**src/rtl/mem_arbiter.sv**
```systemverilog
// Arbitrates the single SRAM port between instruction fetch and load/store.
// MEM has fixed priority; each access holds the SRAM controls for ACCESS_CYCLES cycles.
module mem_arbiter #(
  parameter int DATA_W        = 16,
  parameter int ADDR_W        = 16,
  parameter int ACCESS_CYCLES = 2
) (
  input  logic              clk,
  input  logic              rst,
  input  logic              if_req_i,
  input  logic [ADDR_W-1:0] if_addr_i,
  output logic [DATA_W-1:0] if_inst_o,
  output logic              if_ready_o,
  input  logic              mem_req_i,
  input  logic              mem_we_i,
  input  logic [ADDR_W-1:0] mem_addr_i,
  input  logic [DATA_W-1:0] mem_wdata_i,
  output logic [DATA_W-1:0] mem_rdata_o,
  output logic              mem_ready_o,
  output logic [ADDR_W-1:0] sram_addr_o,
  output logic [DATA_W-1:0] sram_wdata_o,
  input  logic [DATA_W-1:0] sram_rdata_i,
  output logic              sram_oe_o,
  output logic              sram_we_o,
  output logic              stall_req_o,
  output logic              state_dbg
);

  typedef enum logic {IDLE, ACC} state_t;
  typedef enum logic {OWN_IF, OWN_MEM} owner_t;

  localparam logic [3:0] CNT_INIT = 4'(ACCESS_CYCLES - 1);

  state_t     state, state_nxt;
  owner_t     owner, owner_nxt;
  logic [3:0] cnt, cnt_nxt;
  logic       grant, grant_mem, done;
  logic       if_elig, mem_elig;

  // A requester whose ready pulse is high is still holding its old request.
  assign if_elig  = if_req_i  & ~if_ready_o;
  assign mem_elig = mem_req_i & ~mem_ready_o;

  always_ff @(posedge clk) begin
    if (rst) begin
      state <= IDLE;
      owner <= OWN_IF;
      cnt   <= '0;
    end else begin
      state <= state_nxt;
      owner <= owner_nxt;
      cnt   <= cnt_nxt;
    end
  end

  always_comb begin
    state_nxt = state;
    owner_nxt = owner;
    cnt_nxt   = cnt;
    grant     = 1'b0;
    grant_mem = 1'b0;
    done      = 1'b0;
    case (state)
      IDLE: begin
        if (mem_elig) begin
          grant     = 1'b1;
          grant_mem = 1'b1;
          owner_nxt = OWN_MEM;
          cnt_nxt   = CNT_INIT;
          state_nxt = ACC;
        end else if (if_elig) begin
          grant     = 1'b1;
          owner_nxt = OWN_IF;
          cnt_nxt   = CNT_INIT;
          state_nxt = ACC;
        end
      end
      ACC: begin
        if (cnt != 4'd0) begin
          cnt_nxt = cnt - 4'd1;
        end else begin
          done      = 1'b1;
          state_nxt = IDLE;
        end
      end
      default: state_nxt = IDLE;
    endcase
  end

  always_ff @(posedge clk) begin
    if (rst) begin
      sram_addr_o  <= '0;
      sram_wdata_o <= '0;
      sram_oe_o    <= 1'b0;
      sram_we_o    <= 1'b0;
      if_ready_o   <= 1'b0;
      mem_ready_o  <= 1'b0;
      if_inst_o    <= '0;
      mem_rdata_o  <= '0;
    end else begin
      if_ready_o  <= 1'b0;
      mem_ready_o <= 1'b0;
      if (grant) begin
        if (grant_mem) begin
          sram_addr_o  <= mem_addr_i;
          sram_wdata_o <= mem_wdata_i;
          sram_we_o    <= mem_we_i;
          sram_oe_o    <= ~mem_we_i;
        end else begin
          sram_addr_o <= if_addr_i;
          sram_we_o   <= 1'b0;
          sram_oe_o   <= 1'b1;
        end
      end
      if (done) begin
        sram_oe_o <= 1'b0;
        sram_we_o <= 1'b0;
        if (owner == OWN_MEM) begin
          mem_ready_o <= 1'b1;
          if (!sram_we_o) mem_rdata_o <= sram_rdata_i;
        end else begin
          if_ready_o <= 1'b1;
          if_inst_o  <= sram_rdata_i;
        end
      end
    end
  end

  assign stall_req_o = (if_req_i & ~if_ready_o) | (mem_req_i & ~mem_ready_o);
  assign state_dbg   = (state == ACC);

endmodule
```
**config.mk**
```make
export PLATFORM = sky130hd
export DESIGN_NAME = mem_arbiter
export DESIGN_NICKNAME = d
export VERILOG_FILES = /design/src/rtl/mem_arbiter.sv
export SDC_FILE = /design/constraint.sdc
export NUM_CORES = 1
export LEC_CHECK = 0
export BUFFER_PORTS_ARGS = -buffer_cell sky130_fd_sc_hd__buf_2
export CAP_MARGIN = 40
export CORE_ASPECT_RATIO = 2
export CORE_MARGIN = 3
export CORE_UTILIZATION = 52
export CTS_BUF_LIST = sky130_fd_sc_hd__clkbuf_4
export DETAILED_ROUTE_END_ITERATION = 8
export PLACE_DENSITY = 0.95
export RECOVER_POWER = 50
export SETUP_SLACK_MARGIN = 0.15
export SYNTH_ARGS = -nofsm -noshare
export SYNTH_HDL_FRONTEND = slang
export SYNTH_SLANG_ARGS = --single-unit
```
**constraint.sdc**
```tcl
create_clock -name clk -period 3.5 [get_ports clk]
set_clock_uncertainty 0.2 [all_clocks]
set_input_delay 0.525 -clock clk [delete_from_list [all_inputs] [get_ports clk]]
set_output_delay 0.525 -clock clk [all_outputs]
set_load 0.01 [all_outputs]
```
==> flow_summary.yaml <==
floorplan:
  die_w_um: 60.3
  row_count: 39
  die_y_um: 115
  pin_count: 139
  core_sq_mm: 0.00571
  start_util_pct: 53.8
  die_area_sq_mm: 0.00692
global_route:
  grt_pass1_wl_um: 12700
  grt_max_degree: 55
  grt_pass1_vias: 2785
  antenna_found_initial: 0
  grt_overflow: 0
  grtUsageTotal_pct: 24.3
worst_setup_path:
  end_kind: "output pin"
  crit_path_end: "stall_req_o"
  ff2ff_path_depth: 4
  r2r_slack_ns: 1.23
  worstReg2RegEnd: "sram_addr_o[4]"
  required_ns: 2.77
  crit_path_start_kind: "flop"
  arrival_ns: 1.77
  cp_cell_sequence: "nand2b_1 -> nand2_1 -> buf_2"
  slowest_stage: "nand2b_1"
  critical-path-max-stage-delay_ns: 0.65
  r2r_start: "mem_ready_o"
  startpoint: "mem_ready_o"
  crit_fanout: 21
  path_class: "reg -> out"
timing:
  fmax_mhz: 401
  period_minus_slack_ns: 2.49
  fin_crit_sh_pct: 71.2
  slew_viol_final: 0
  rsz0062_at_grt: "no"
  fin_tns_setup_ns: 0
  finalSetupViolations: 0
  finalHoldViolCount: 0
  tightest_slew_ns: 0.791
  slew-limit-headroom_pct: 47.3
place:
  placed_cells: 514
  dp.final_hpwl_um: 6040
  place.gp.congestion: 0.863
  dpl_cell_area_sq_mm: 0.00379
  portBuffers: 138
outcome:
  outcome: "completed"
routing:
  routed_wl_um: 7920
  wl_per_cell_um: 15.0
  num_vias: 2859
  ant_nets: 0
  drt_iter0_drc: 131
  firstDrtPassIters: 4
  vias_per_cell: 5.40
  drc_errors: 0
logic_synthesis:
  ys_ff_latch: 74
  synth_top_area_share_pct: 48.2
  synth_area_sq_mm: 0.00307
  syn_area_per_cell_sq_um: 9.28
  mappedNetlistNets: 401
  syn_inst: 331
  yosysTopAreaCell: "dfxtp_1"
  async_flop_share_pct: 0
  yosys_warnings: 0
  synth-edff-count: 0
  ys_types: 36
  synth_ff_type: "dfxtp_1"
  yosysSeqAreaShare_pct: 48.2
  synth.area.top_cells: "dfxtp_1 (48%), mux2i_1 (11%), nand2b_1 (10%), nand2_1 (6.0%), o311ai_1 (4.6%)"
hold_path:
  min_path_type: "in -> reg"
  whs_path_depth: 3
clock_network:
  cts_root_buf: "clkbuf_4"
  insertion_delay_ns: 0.42
  cts_tree: "done"
  cts.sink_count: 74
  post_cts_buffers: 0
  cts_buffer_depth: 2
  htreeDepth: 3
  numCtsBuffers: 9
  postCtsHoldBufs: 0
  clkTransAtPathRegs_ns: 0.11
  cts_resized: 0
pwr:
  swShare_pct: 31.7
  power_uw: 1970
  peakVddDrop_mv: 0.383
  power.density_mw_per_mm2: 516
  leakage_uw: 0.00160
  pwr-share-comb_pct: 24.0
  p_int_uw: 1350
  seq_power_share_pct: 50.7
  clkPwrFrac_pct: 25.3
  power_switching_uw: 626
finish:
  nets: 534
  final_cells: 529
  antenna_cells: 0
  final_cell_area_sq_mm: 0.00382
  synthToLayoutAreaGrowth_pct: 24.5
  drive_gt1_share_pct: 20.5
  utilization_pct: 67.0
  fill_cells: 491
job:
  maxCapViolations: 0
[logic make-up after synthesis]
logic type,synth area share (%)
simple gates,25.4
fa+ha+maj,0.407
mux,10.8
buf+inv,5.82
flops,48.2
compound gates,9.37
[power groups by stage]
stage	Combinational, uW	Clock [uW]	Sequential (uW)
2_1_floorplan	287	0	1040
5_1_grt	527	545	1010
3_3_place_gp	477	0	1010
3_5_place_dp	500	0	1020
6_report	473	500	1000
4_1_cts	500	511	999
[worst min path at each step]
stage / from / end / slack [ns]
floorplan: cnt[0] / cnt[0] / 0.25
global placement: sram_wdata_o[13] / sram_wdata_o[13] / 0.24
detailed placement: sram_wdata_o[1] / sram_wdata_o[1] / 0.25
CTS: mem_addr_i[7] / sram_addr_o[7] / 0.06
global route: mem_addr_i[7] / sram_addr_o[7] / 0.06
finish: mem_addr_i[7] / sram_addr_o[7] / 0.09
[synthesized netlist by cell type (2+ instances only)]
| library cell | count |
|---|---|
| dfxtp_1 | 74 |
| nand2b_1 | 51 |
| nand2_1 | 49 |
| mux2i_1 | 33 |
| inv_1 | 20 |
| a21oi_1 | 17 |
| clkbuf_1 | 17 |
| nand3_1 | 16 |
| o311ai_1 | 16 |
| buf_2 | 5 |
| nor3_1 | 3 |
| nand3b_1 | 2 |
| nand4_1 | 2 |
| nor4b_2 | 2 |
| o41ai_1 | 2 |
| or3b_1 | 2 |
[routing by layer]
| metal | GRT usage [%] | wire length, um | up-vias |
|---|---|---|---|
| met2 | 44.0 | 4540 | 114 |
| met4 | 12.1 | 269 | 0 |
| met1 | 23.8 | 2650 | 1324 |
| li1 | - | - | 1393 |
| met3 | 7.00 | 469 | 28 |
| met5 | 0 | 0 | - |
[flip-flops by register name (all words and copies together), names as in the netlist, 4 cells and up]
signal,count
cnt,4
if_inst_o,16
mem_rdata_o,16
sram_addr_o,16
sram_wdata_o,16
[worst max-delay path, delay by kind of cell (launching register included)]
family	cells	cell delay, ns
flip-flops	1	0.43
AND/OR/NAND/NOR	2	0.75
buffers and inverters	1	0.16
[metrics by stage]
| step | setup slack, ns | hold slack [ns] |
|---|---|---|
| after floorplan | 1.47 | 0.246 |
| after global placement | 1.33 | 0.239 |
| after detailed placement | 1.18 | 0.246 |
| after CTS | 0.996 | 0.0630 |
| after global routing | 0.871 | 0.0609 |
| final | 1.01 | 0.0934 |
[cell type report]
type / instances / area (sq um) / share of cell area, %
clock buffer: 10 / 75.1 / 1.96
clock inverter: 5 / 46.3 / 1.21
inverter: 20 / 75.1 / 1.96
multi-input combinational: 214 / 1410 / 36.9
sequential: 74 / 1480 / 38.7
tap: 61 / 76.3 / 2.00
timing repair buffer: 145 / 659 / 17.2
[layout by cell type (no fill, tap or decap), drive strengths merged, types with 2 or more instances in the layout]
master and n:
a21oi 17, clkinv 4, nor3 4, nand3 17
inv 20, nand2 49, buf 78, clkbuf 77
o311ai 16, nand4 2, nor4b 3, nand2b 51
o41ai 2, mux2i 33, nand3b 2, dfxtp 74
or3b 2
Note: power is estimated with default switching activity, not from simulation.
